[src/rtl/wishbone_management_bridge_pkg.sv]
// rtl/wishbone_management_bridge_pkg.sv - shared types and constants for the management bridge
// Purpose: FSM state encoding, management bus widths, wait counter width and
//          the read pattern returned on a timed-out access.
// Ports:   none (package).
package wishbone_management_bridge_pkg;

  typedef enum logic [1:0] {
    ST_IDLE    = 2'd0,
    ST_REQUEST = 2'd1,
    ST_ACK     = 2'd2,
    ST_ERROR   = 2'd3
  } state_t;

  localparam int WB_ADDR_W     = 24;
  localparam int MGMT_ADDR_W   = 20;
  localparam int MGMT_DATA_W   = 32;
  localparam int TIMEOUT_CNT_W = 16;

  localparam logic [MGMT_DATA_W-1:0] ERROR_READ_DATA = 32'hFFFF_FFFF;

endpackage

[src/rtl/wishbone_management_bridge_if.sv]
// rtl/wishbone_management_bridge_if.sv - Wishbone slave and management bus signal bundle
// Purpose: groups the Wishbone pipelined slave signals and the core
//          management bus request/response signals seen by the bridge.
// Modports:
//   slave  - bridge view: Wishbone requests and management responses in,
//            Wishbone responses and management requests out.
//   master - environment view (interconnect plus management block), reversed.
interface wishbone_management_bridge_if;
  import wishbone_management_bridge_pkg::*;

  logic                   wb_cyc_i;
  logic                   wb_stb_i;
  logic                   wb_we_i;
  logic [3:0]             wb_sel_i;
  logic [WB_ADDR_W-1:0]   wb_adr_i;
  logic [MGMT_DATA_W-1:0] wb_data_i;
  logic                   wb_ack_o;
  logic                   wb_stall_o;
  logic                   wb_error_o;
  logic [MGMT_DATA_W-1:0] wb_data_o;

  logic                   wb_management_writeEnable;
  logic                   wb_management_readEnable;
  logic [3:0]             wb_management_byteSelect;
  logic [MGMT_ADDR_W-1:0] wb_management_address;
  logic [MGMT_DATA_W-1:0] wb_management_writeData;
  logic [MGMT_DATA_W-1:0] wb_management_readData;
  logic                   wb_management_busy;

  modport slave (
    input  wb_cyc_i, wb_stb_i, wb_we_i, wb_sel_i, wb_adr_i, wb_data_i,
    output wb_ack_o, wb_stall_o, wb_error_o, wb_data_o,
    output wb_management_writeEnable, wb_management_readEnable,
    output wb_management_byteSelect, wb_management_address, wb_management_writeData,
    input  wb_management_readData, wb_management_busy
  );

  modport master (
    output wb_cyc_i, wb_stb_i, wb_we_i, wb_sel_i, wb_adr_i, wb_data_i,
    input  wb_ack_o, wb_stall_o, wb_error_o, wb_data_o,
    input  wb_management_writeEnable, wb_management_readEnable,
    input  wb_management_byteSelect, wb_management_address, wb_management_writeData,
    output wb_management_readData, wb_management_busy
  );

endinterface

[src/rtl/wishbone_management_bridge.sv]
// rtl/wishbone_management_bridge.sv - Wishbone B4 pipelined slave driving the core management bus
// Purpose: turns each selected Wishbone cycle into one held management request,
//          waits while the management block is busy (JTAG owns it), registers
//          read data and returns a single-cycle ack.
// Ports:
//   clk - system clock
//   rst - synchronous active-high reset
//   bus - wishbone_management_bridge_if.slave (Wishbone slave + management master)
// Parameters:
//   BASE_ADDRESS   - wb_adr_i[23:20] value that selects this bridge
//   TIMEOUT_CYCLES - busy-stalled cycles before an error response (2..65535)
// Build option: MANAGEMENT_BRIDGE_TIMEOUT_EN enables the wait counter and the
//   ERROR response; without it a request waits on busy indefinitely.
module wishbone_management_bridge
  import wishbone_management_bridge_pkg::*;
#(
  parameter logic [3:0] BASE_ADDRESS   = 4'h3,
  parameter int         TIMEOUT_CYCLES = 256
) (
  input  logic                         clk,
  input  logic                         rst,
  wishbone_management_bridge_if.slave  bus
);

  if (TIMEOUT_CYCLES < 2 || TIMEOUT_CYCLES > 65535) begin : g_bad_timeout
    $error("TIMEOUT_CYCLES out of range 2..65535");
  end

  state_t                 state;
  state_t                 state_next;
  logic                   we_q;
  logic [3:0]             sel_q;
  logic [MGMT_ADDR_W-1:0] adr_q;
  logic [MGMT_DATA_W-1:0] wdata_q;
  logic [MGMT_DATA_W-1:0] rdata_q;
  logic                   hit;
  logic                   in_request;

  assign hit = bus.wb_cyc_i & bus.wb_stb_i &
               (bus.wb_adr_i[WB_ADDR_W-1:MGMT_ADDR_W] == BASE_ADDRESS);
  assign in_request = (state == ST_REQUEST);

`ifdef MANAGEMENT_BRIDGE_TIMEOUT_EN
  localparam logic [TIMEOUT_CNT_W-1:0] TIMEOUT_LIMIT = TIMEOUT_CYCLES[TIMEOUT_CNT_W-1:0];

  logic [TIMEOUT_CNT_W-1:0] wait_cnt;

  // Clearing while idle is enough: REQUEST is only ever entered from IDLE.
  always_ff @(posedge clk) begin
    if (rst) begin
      wait_cnt <= '0;
    end else if (state == ST_IDLE) begin
      wait_cnt <= '0;
    end else if (in_request && bus.wb_management_busy &&
                 wait_cnt != {TIMEOUT_CNT_W{1'b1}}) begin
      wait_cnt <= wait_cnt + 1'b1;
    end
  end
`endif

  always_comb begin
    state_next = state;
    case (state)
      ST_IDLE: begin
        if (hit) state_next = ST_REQUEST;
      end
      ST_REQUEST: begin
        // A completed access whose cycle was withdrawn gets no ack.
        if (!bus.wb_management_busy) begin
          state_next = bus.wb_cyc_i ? ST_ACK : ST_IDLE;
        end else if (!bus.wb_cyc_i) begin
          state_next = ST_IDLE;
`ifdef MANAGEMENT_BRIDGE_TIMEOUT_EN
        end else if (wait_cnt >= TIMEOUT_LIMIT) begin
          state_next = ST_ERROR;
`endif
        end
      end
      ST_ACK:   state_next = ST_IDLE;
      ST_ERROR: state_next = ST_IDLE;
      default:  state_next = ST_IDLE;
    endcase
  end

  always_ff @(posedge clk) begin
    if (rst) begin
      state   <= ST_IDLE;
      we_q    <= 1'b0;
      sel_q   <= '0;
      adr_q   <= '0;
      wdata_q <= '0;
      rdata_q <= '0;
    end else begin
      state <= state_next;
      if (state == ST_IDLE && hit) begin
        we_q    <= bus.wb_we_i;
        sel_q   <= bus.wb_sel_i;
        adr_q   <= bus.wb_adr_i[MGMT_ADDR_W-1:0];
        wdata_q <= bus.wb_data_i;
      end
      if (in_request && !bus.wb_management_busy) begin
        rdata_q <= we_q ? '0 : bus.wb_management_readData;
      end else if (in_request && state_next == ST_ERROR) begin
        rdata_q <= ERROR_READ_DATA;
      end
    end
  end

  assign bus.wb_stall_o = (state != ST_IDLE);
  assign bus.wb_ack_o   = (state == ST_ACK);
`ifdef MANAGEMENT_BRIDGE_TIMEOUT_EN
  assign bus.wb_error_o = (state == ST_ERROR);
`else
  assign bus.wb_error_o = 1'b0;
`endif
  assign bus.wb_data_o  = rdata_q;

  assign bus.wb_management_writeEnable = in_request & we_q;
  assign bus.wb_management_readEnable  = in_request & ~we_q;
  assign bus.wb_management_byteSelect  = in_request ? sel_q   : '0;
  assign bus.wb_management_address     = in_request ? adr_q   : '0;
  assign bus.wb_management_writeData   = in_request ? wdata_q : '0;

endmodule

[src/flat_wrapper.sv]
// flat-port wrapper written by rule: the top's interface ports become plain ports
module wishbone_management_bridge_flat import wishbone_management_bridge_pkg::*;
#(
  parameter logic [3:0] BASE_ADDRESS   = 4'h3,
  parameter int         TIMEOUT_CYCLES = 256
)
  (clk, rst, bus_wb_cyc_i, bus_wb_stb_i, bus_wb_we_i, bus_wb_sel_i, bus_wb_adr_i, bus_wb_data_i, bus_wb_ack_o, bus_wb_stall_o, bus_wb_error_o, bus_wb_data_o, bus_wb_management_writeEnable, bus_wb_management_readEnable, bus_wb_management_byteSelect, bus_wb_management_address, bus_wb_management_writeData, bus_wb_management_readData, bus_wb_management_busy);
  wishbone_management_bridge_if bus_i ();
  input  logic clk;
  input  logic rst;
  input wire logic [$bits(bus_i.wb_cyc_i)-1:0] bus_wb_cyc_i;
  input wire logic [$bits(bus_i.wb_stb_i)-1:0] bus_wb_stb_i;
  input wire logic [$bits(bus_i.wb_we_i)-1:0] bus_wb_we_i;
  input wire logic [$bits(bus_i.wb_sel_i)-1:0] bus_wb_sel_i;
  input wire logic [$bits(bus_i.wb_adr_i)-1:0] bus_wb_adr_i;
  input wire logic [$bits(bus_i.wb_data_i)-1:0] bus_wb_data_i;
  output wire logic [$bits(bus_i.wb_ack_o)-1:0] bus_wb_ack_o;
  output wire logic [$bits(bus_i.wb_stall_o)-1:0] bus_wb_stall_o;
  output wire logic [$bits(bus_i.wb_error_o)-1:0] bus_wb_error_o;
  output wire logic [$bits(bus_i.wb_data_o)-1:0] bus_wb_data_o;
  output wire logic [$bits(bus_i.wb_management_writeEnable)-1:0] bus_wb_management_writeEnable;
  output wire logic [$bits(bus_i.wb_management_readEnable)-1:0] bus_wb_management_readEnable;
  output wire logic [$bits(bus_i.wb_management_byteSelect)-1:0] bus_wb_management_byteSelect;
  output wire logic [$bits(bus_i.wb_management_address)-1:0] bus_wb_management_address;
  output wire logic [$bits(bus_i.wb_management_writeData)-1:0] bus_wb_management_writeData;
  input wire logic [$bits(bus_i.wb_management_readData)-1:0] bus_wb_management_readData;
  input wire logic [$bits(bus_i.wb_management_busy)-1:0] bus_wb_management_busy;
  assign bus_i.wb_cyc_i = bus_wb_cyc_i;
  assign bus_i.wb_stb_i = bus_wb_stb_i;
  assign bus_i.wb_we_i = bus_wb_we_i;
  assign bus_i.wb_sel_i = bus_wb_sel_i;
  assign bus_i.wb_adr_i = bus_wb_adr_i;
  assign bus_i.wb_data_i = bus_wb_data_i;
  assign bus_wb_ack_o = bus_i.wb_ack_o;
  assign bus_wb_stall_o = bus_i.wb_stall_o;
  assign bus_wb_error_o = bus_i.wb_error_o;
  assign bus_wb_data_o = bus_i.wb_data_o;
  assign bus_wb_management_writeEnable = bus_i.wb_management_writeEnable;
  assign bus_wb_management_readEnable = bus_i.wb_management_readEnable;
  assign bus_wb_management_byteSelect = bus_i.wb_management_byteSelect;
  assign bus_wb_management_address = bus_i.wb_management_address;
  assign bus_wb_management_writeData = bus_i.wb_management_writeData;
  assign bus_i.wb_management_readData = bus_wb_management_readData;
  assign bus_i.wb_management_busy = bus_wb_management_busy;
  wishbone_management_bridge #(.BASE_ADDRESS(BASE_ADDRESS), .TIMEOUT_CYCLES(TIMEOUT_CYCLES)) u_core (.clk(clk), .rst(rst), .bus(bus_i));
endmodule
[config.mk]
export PLATFORM = sky130hd
export DESIGN_NAME = wishbone_management_bridge_flat
export DESIGN_NICKNAME = d
export VERILOG_FILES = /design/src/rtl/wishbone_management_bridge_pkg.sv /design/src/rtl/wishbone_management_bridge_if.sv /design/src/rtl/wishbone_management_bridge.sv /design/src/flat_wrapper.sv
export SDC_FILE = /design/constraint.sdc
export NUM_CORES = 1
export LEC_CHECK = 0
export CAP_MARGIN = 20
export CORE_AREA = 3 3 102 104
export CTS_BUF_LIST = sky130_fd_sc_hd__clkbuf_8
export DETAILED_ROUTE_END_ITERATION = 12
export DIE_AREA = 0 0 105 107
export GPL_TIMING_DRIVEN = 1
export HOLD_SLACK_MARGIN = 0.08
export MAX_ROUTING_LAYER = met4
export PLACE_DENSITY = 0.79
export SLEW_MARGIN = 20
export SYNTH_ARGS = -nofsm -noshare
export SYNTH_HDL_FRONTEND = slang
export SYNTH_SLANG_ARGS = --single-unit
[constraint.sdc]
create_clock -name clk -period 1.7 [get_ports clk]
set_input_delay 0.34 -clock clk [delete_from_list [all_inputs] [get_ports clk]]
set_output_delay 0.34 -clock clk [all_outputs]
set_load 0.02 [all_outputs]
**Word level (Yosys, flattened, before mapping)**

Cells that the tools add are included.

- Bitwise gates (word level): 5
- Mux-type cells: 11
- Equal/unequal tests: 5
- Reductions and logical operators: 8

Operators by type and width:

| operator | count |
|---|---|
| 32-bit two-way mux | 4 |
| 20-bit two-way mux | 1 |
| 2-bit two-way mux | 4 |
| 2-bit == test, second input constant | 3 |
| 2-bit one-hot mux with 3 select lines | 1 |
| 1-bit bitwise AND | 4 |
| 4-bit by 2-bit == test with 1-bit output, second input constant | 1 |
| 4-bit two-way mux | 1 |
| 2-bit nonzero test | 2 |
| 1-bit logical AND | 3 |
| 2-bit by 1-bit == test with 1-bit output, second input constant | 1 |
| 2-bit zero test | 1 |
| 2-bit OR reduction | 1 |
| 1-bit zero test | 1 |
| 1-bit inverter | 1 |

- Register bits: 91
- Output and inout bits: 93
- Logic and storage cells: 35

**Longest topological paths before layout**

Gate-level depths: netlist (run 1).

- Word-level depth: 8
- Mapped depth: 5
- Mapped depth without buffers: 3

**Least setup slack after synthesis (run 1)**

OpenSTA, ideal clock, no wires.

- Kind: register -> output
- From: reg u_core.state[0]
- To: out bus_wb_management_address[10]
- Buffers on the path: 2
- Path slack: 77 ps
- Cell stages (with the launch flop): 5
- Arrival: 1283 ps
- Required time: 1360 ps
- Cells stage by stage: dfxtp_1 > nor2b_1 > clkbuf_1 > clkbuf_1 > and2_1

- Word-level cells in the longest chain between the ends: 2

Ends and longest elaborated chain:

| item | RTL line | text |
|---|---|---|
| from (decl) | wishbone_management_bridge.sv:29 | `state_t state;` |
| from (signal assigned) | wishbone_management_bridge.sv:94 | `state <= state_next;` |
| 2-bit by 1-bit == test with 1-bit output | wishbone_management_bridge.sv:41 | `assign in_request = (state == ST_REQUEST);` |
| 20-bit two-way mux | wishbone_management_bridge.sv:121 | `assign bus.wb_management_address = in_request ? adr_q : '0;` |
| to (decl) | flat_wrapper.sv:24 | `output wire logic [$bits(bus_i.wb_management_address)-1:0] bus_wb_management_address;` |

No other way between the ends.

**Worst setup path after layout (run 1)**

- From: reg u_core.state[0]
- To: out bus_wb_management_writeData[14]

- Word-level cells in the longest chain between the ends: 2

Ends and longest elaborated chain:

| item | RTL line | text |
|---|---|---|
| 2-bit by 1-bit == test with 1-bit output | wishbone_management_bridge.sv:41 |  |
| 32-bit two-way mux | wishbone_management_bridge.sv:122 | `assign bus.wb_management_writeData = in_request ? wdata_q : '0;` |
| to (decl) | flat_wrapper.sv:25 | `output wire logic [$bits(bus_i.wb_management_writeData)-1:0] bus_wb_management_writeData;` |

No other way between the ends.

==> results of run 1 <==
[synth_stat cells (3+ instances only)]
master      n
nor2b_1     3
a22oi_1    32
buf_6       4
and2_1     57
dfxtp_1    91
mux2i_1    57
buf_4       3
nor2_1     32
clkbuf_1   23
buf_2       6
nand2b_1  114
[metrics by stage]
stage	hold WS, ns	utilization, %
floorplan	0.444	-
global placement	0.453	65.6
detailed placement	0.459	65.6
CTS	0.353	69.0
global route	0.361	70.8
finish	0.364	70.8
[critical path, stage by stage (launching register included)]
cell and delay (ns):
dfxtp_2 0.33, nor2b_4 0.17, buf_4 0.14, buf_12 0.13, and2_1 0.14, buf_6 0.11
[path summary, 6_finish.rpt]
path / slack (ns) / from / end / cells past startpoint
worst max-delay path: -0.03 / u_core.state[0]$_SDFF_PP0_ / bus_wb_management_writeData[14] / 5
worst min-delay path: 0.36 / rst / u_core.bus.wb_data_o[1]$_SDFFE_PP0P_ / 2
worst max register to register: 0.14 / u_core.state[1]$_SDFF_PP0_ / u_core.bus.wb_data_o[30]$_SDFFE_PP0P_ / 5
worst min register to register: 0.48 / u_core.adr_q[17]$_SDFFE_PP0P_ / u_core.adr_q[17]$_SDFFE_PP0P_ / 2
[repair_timing]
item,in CTS,in global routing
gates resized for setup,363,72
pin swaps,0,6
setup endpoints to repair,63,78
endpoints found under the hold margin,0,0
hold buffers,0,0
setup buffers,3,4
cloned,2,1
[registers in the layout, summed over array words and instances, names as in the netlist]
name / flops
u_core.wdata_q: 32
u_core.sel_q: 4
u_core.bus.wb_data_o: 32
u_core.we_q: 1
u_core.state: 2
u_core.adr_q: 20
[cell families (layout without fill, tap and decap cells)]
family | count (synthesis) | count (layout) | synth area share, %
buffers and inverters | 36 | 234 | 4.47
multiplexers | 57 | 57 | 13.9
other | 1 | 1 | 0.0911
AND/OR/NAND/NOR | 215 | 215 | 31.3
flip-flops | 91 | 91 | 44.3
AO/OA/AOI/OAI | 33 | 33 | 6.05
[area by class of cell]
| cell class | count | area (sq um) |
|---|---|---|
| Fill cell | 734 | 2810 |
| Clock inverter | 6 | 56.3 |
| Clock buffer | 10 | 138 |
| Multi-Input combinational cell | 306 | 2260 |
| Timing Repair Buffer | 218 | 2390 |
| Tap cell | 133 | 166 |
| Sequential cell | 91 | 1820 |
[power breakdown]
part           switching [mW]  total (mW)  leakage [nW]  internal (mW)
clock                   0.731        1.44         0.103          0.707
sequential            0.00706        2.15         0.734           2.14
combinational           0.130       0.424          1.99          0.294
[layer usage]
| metal | wire, um | track usage [%] | vias up |
|---|---|---|---|
| met5 | 0 | - | - |
| met4 | 233 | 6.56 | 0 |
| met3 | 859 | 7.41 | 15 |
| met2 | 6290 | 38.3 | 123 |
| met1 | 4580 | 21.5 | 1728 |
| li1 | - | - | 1788 |
==> results.yml, run 1 <==
global_routing:
  grt_pass1_wl_mm: 18.5
  track_usage_pct: 21.1
  grt_max_degree: 45
  grt_pass1_vias: 3861
  antenna_found_initial: 0
  grt_overflow_total: 0
cells_and_area:
  layout.cells.non_filler: 764
  num_antenna_cells: 0
  final_nets: 724
  final_cell_mix: "114 x nand2b_1, 112 x clkdlybuf4s50_1, 90 x dfxtp_1"
  final_common_cell: "nand2b_1"
  drive_gt1_share_pct: 25.4
  stdcell_area_sq_mm: 0.00683
  syn2layout_area_growth_pct: 65.9
timing:
  finalSetupTns_ns: -0.986
  fin_skew_ns: 0.00725
  drv_slew: 0
  finalCriticalPeriod_ns: 1.73
  max_freq_ghz: 0.577
  final-hold-violation-count: 0
  rsz0062_at_grt: "yes"
  min_period_over_period_pct: 102
  setup_ws_ns: -0.0328
  finalSetupViolations: 56
placed_design:
  port_buffers: 189
  gp_congestion: 0.780
  place_area_sq_mm: 0.00632
  detailed_place_hpwl_mm: 8.58
  dp.cells: 741
  dp_slack_ns: -0.221
synthesis:
  synth_seq_area_share_pct: 44.3
  syn_avg_cell_area_sq_um: 9.51
  syn_nets: 531
  synth-seq-cells: 91
  synth.largest_area_cell: "dfxtp_1"
  syn_inst: 433
  synth_flop_cell: "dfxtp_1"
  ys_async_sr_fraction_pct: 0
  synth_edf_count: 0
  ys_types: 22
  ys_warn_count: 0
  synth_area_leaders: "dfxtp_1 44%, nand2b_1 17%, mux2i_1 14%"
  syn_area_sq_mm: 0.00412
  synth.top_cell.area_share_pct: 44.3
clock_tree:
  cts_tree: "done"
  cts_inserted_buffers: 9
  clk_latency_ns: 0.35
  clk_pin_slew_worst_paths_ns: 0.09
  cts_root_buf: "clkbuf_8"
  clockBufferDepth: 2
  clock-sinks: 91
  htree_levels: 3
outcome:
  violations: "setup timing"
  status: "finished with violations"
floorplanning:
  die_w_um: 105
  dieHeight_um: 107
  io_pins: 191
  die-area_sq_mm: 0.0112
  start_util_pct: 42.7
  rows: 36
  coreArea_sq_mm: 0.00964
routing:
  dr.pass1.iters: 4
  drtIter0Drc: 82
  wl_per_cell_um: 15.7
  routed_wl_mm: 12.0
  final_antenna_net_count: 0
  remaining_drc_errors: 0
  viasPerCell: 4.78
  num_vias: 3654
critical_path:
  critPathKind: "flip-flop to primary output"
  cp.arrival_ns: 1.39
  crit_fanout: 16
  start_kind: "flip-flop"
  cp.required_ns: 1.36
  worst_setup_path_end_kind: "primary output"
power_and_ir_drop:
  powerDensity_mw_per_mm2: 587
  p_total_mw: 4.01
  irDropWorstVdd_v: 0.000505
  p_leak_nw: 2.82
job:
  cap_violations: 0
min_path:
  hold_path.class: "primary input to flip-flop"
Power figures use the tool's default switching activity.
==> inputs of run 2 (changes only) <==
- CORE_AREA: 3 3 102 104 -> 2 2 101 103
- DIE_AREA: 0 0 105 107 -> 0 0 103 105
- SLEW_MARGIN: 20 -> 10
==> run 2 against run 1 <==
  * The run still ends with setup timing left
  * Worst hold slack improved by 0.11 ns
  * Utilization fell by 2.9 points
  * Clock skew rose by 0.00055 ns
  * Fmax rose by 0.37%
  * Critical endpoint is now bus_wb_management_address[4]
==> results.yml, run 2 (synthesis results as in run 1) <==
timing:
  fin_skew_ns: 0.00779
  min_period_over_period_pct: 102
  finalCriticalPeriod_ns: 1.73
  final-hold-violation-count: 0
  finalSetupTns_ns: -0.151
  drv_slew: 0
  finalSetupViolations: 20
  max_freq_ghz: 0.579
  rsz0062_at_grt: "yes"
  whs_ns: 0.474
  setup_ws_ns: -0.0264
routing:
  final_antenna_net_count: 0
  viasPerCell: 4.76
  remaining_drc_errors: 0
  num_vias: 3586
  dr.pass1.iters: 4
  drtIter0Drc: 110
  wl_per_cell_um: 14.7
  routed_wl_mm: 11.1
power_and_ir_drop:
  p_total_mw: 3.99
  powerDensity_mw_per_mm2: 610
  irDropWorstVdd_v: 0.000381
  p_leak_nw: 2.89
clock_tree:
  htree_levels: 3
  clk_latency_ns: 0.36
  cts_root_buf: "clkbuf_8"
  cts_tree: "done"
  hold_buffers: 0
  clockBufferDepth: 2
  clock-sinks: 91
  cts_inserted_buffers: 9
  clk_pin_slew_worst_paths_ns: 0.10
floorplanning:
  coreArea_sq_mm: 0.00964
  io_pins: 191
  rows: 36
  start_util_pct: 42.7
  dieHeight_um: 105
  die_w_um: 103
  die-area_sq_mm: 0.0108
cells_and_area:
  stdcell_area_sq_mm: 0.00655
  final_common_cell: "nand2b_1"
  final_cell_mix: "114 x nand2b_1, 100 x clkdlybuf4s50_1, 89 x dfxtp_1"
  drive_gt1_share_pct: 18.8
  num_antenna_cells: 0
  final_nets: 714
  final_core_util_pct: 67.9
  layout.cells.non_filler: 754
  syn2layout_area_growth_pct: 59.1
placed_design:
  port_buffers: 189
  dp.cells: 735
  gp_congestion: 0.748
  detailed_place_hpwl_mm: 7.54
  place_area_sq_mm: 0.00620
  dp_slack_ns: -0.190
critical_path:
  worst_setup_path_end_kind: "primary output"
  cp.required_ns: 1.36
  ff2ff_path_depth: 6
  cp.arrival_ns: 1.39
  critPathKind: "flip-flop to primary output"
  crit_fanout: 16
  start_kind: "flip-flop"
outcome:
  violations: "setup timing"
  status: "finished with violations"
global_routing:
  antenna_found_initial: 0
  grt_max_degree: 103
  grt_pass1_wl_mm: 16.9
  track_usage_pct: 20.2
  grt_overflow_total: 0
  grt_pass1_vias: 3628
min_path:
  hold_path.class: "flip-flop to flip-flop"
  min_path_cells: 2
job:
  cap_violations: 0
## run 2: cell count changes in the layout (fill, tap and decap cells not counted), moves of 7 or more
cell,before,now
and2_1,9,43
and2_4,48,14
buf_12,13,6
buf_4,15,29
buf_6,58,41
clkdlybuf4s50_1,112,100
dlymetal6s2s_1,13,23
## run 2: cell type report
| type | count | area [sq um] |
|---|---|---|
| fill | 791 | 3090 |
| timing repair buffer | 208 | 2200 |
| multi-input combinational | 306 | 2170 |
| sequential | 91 | 1820 |
| tap | 133 | 166 |
| clock buffer | 9 | 124 |
| clock inverter | 7 | 66.3 |
## run 2: final timing paths
| path | startpoint | end | slack, ns |
|---|---|---|---|
| max | u_core.state[0]$_SDFF_PP0_ | bus_wb_management_address[4] | -0.03 |
| min | u_core.wdata_q[20]$_SDFFE_PP0P_ | u_core.wdata_q[20]$_SDFFE_PP0P_ | 0.47 |
| max reg2reg | u_core.state[1]$_SDFF_PP0_ | u_core.adr_q[9]$_SDFFE_PP0P_ | 0.12 |
| min reg2reg | u_core.wdata_q[20]$_SDFFE_PP0P_ | u_core.wdata_q[20]$_SDFFE_PP0P_ | 0.47 |
## run 2: metal layers
layer	vias to the layer above	track usage (%)	wire length [um]
met5	-	-	0
met4	0	5.64	197
met3	17	5.95	835
met2	145	32.1	5390
met1	1653	24.8	4640
li1	1771	-	-
## run 2: power breakdown
part / switching, mW / internal [mW] / leakage (nW)
clock network: 0.866 / 0.574 / 0.0986
registers: 0.00622 / 2.14 / 0.734
logic: 0.123 / 0.282 / 2.06
## run 2: what timing repair did
item                       CTS  global route
resized for setup          288           100
cloned                       1             2
setup endpoints to repair   65            85
pin swaps                    0             1
setup buffers                2             0
## run 2: worst max-delay path: stages (launching register included)
cell and delay, ns:
dfxtp_2 0.34, nor2b_4 0.20, buf_6 0.20, and2_1 0.15
buf_4 0.14
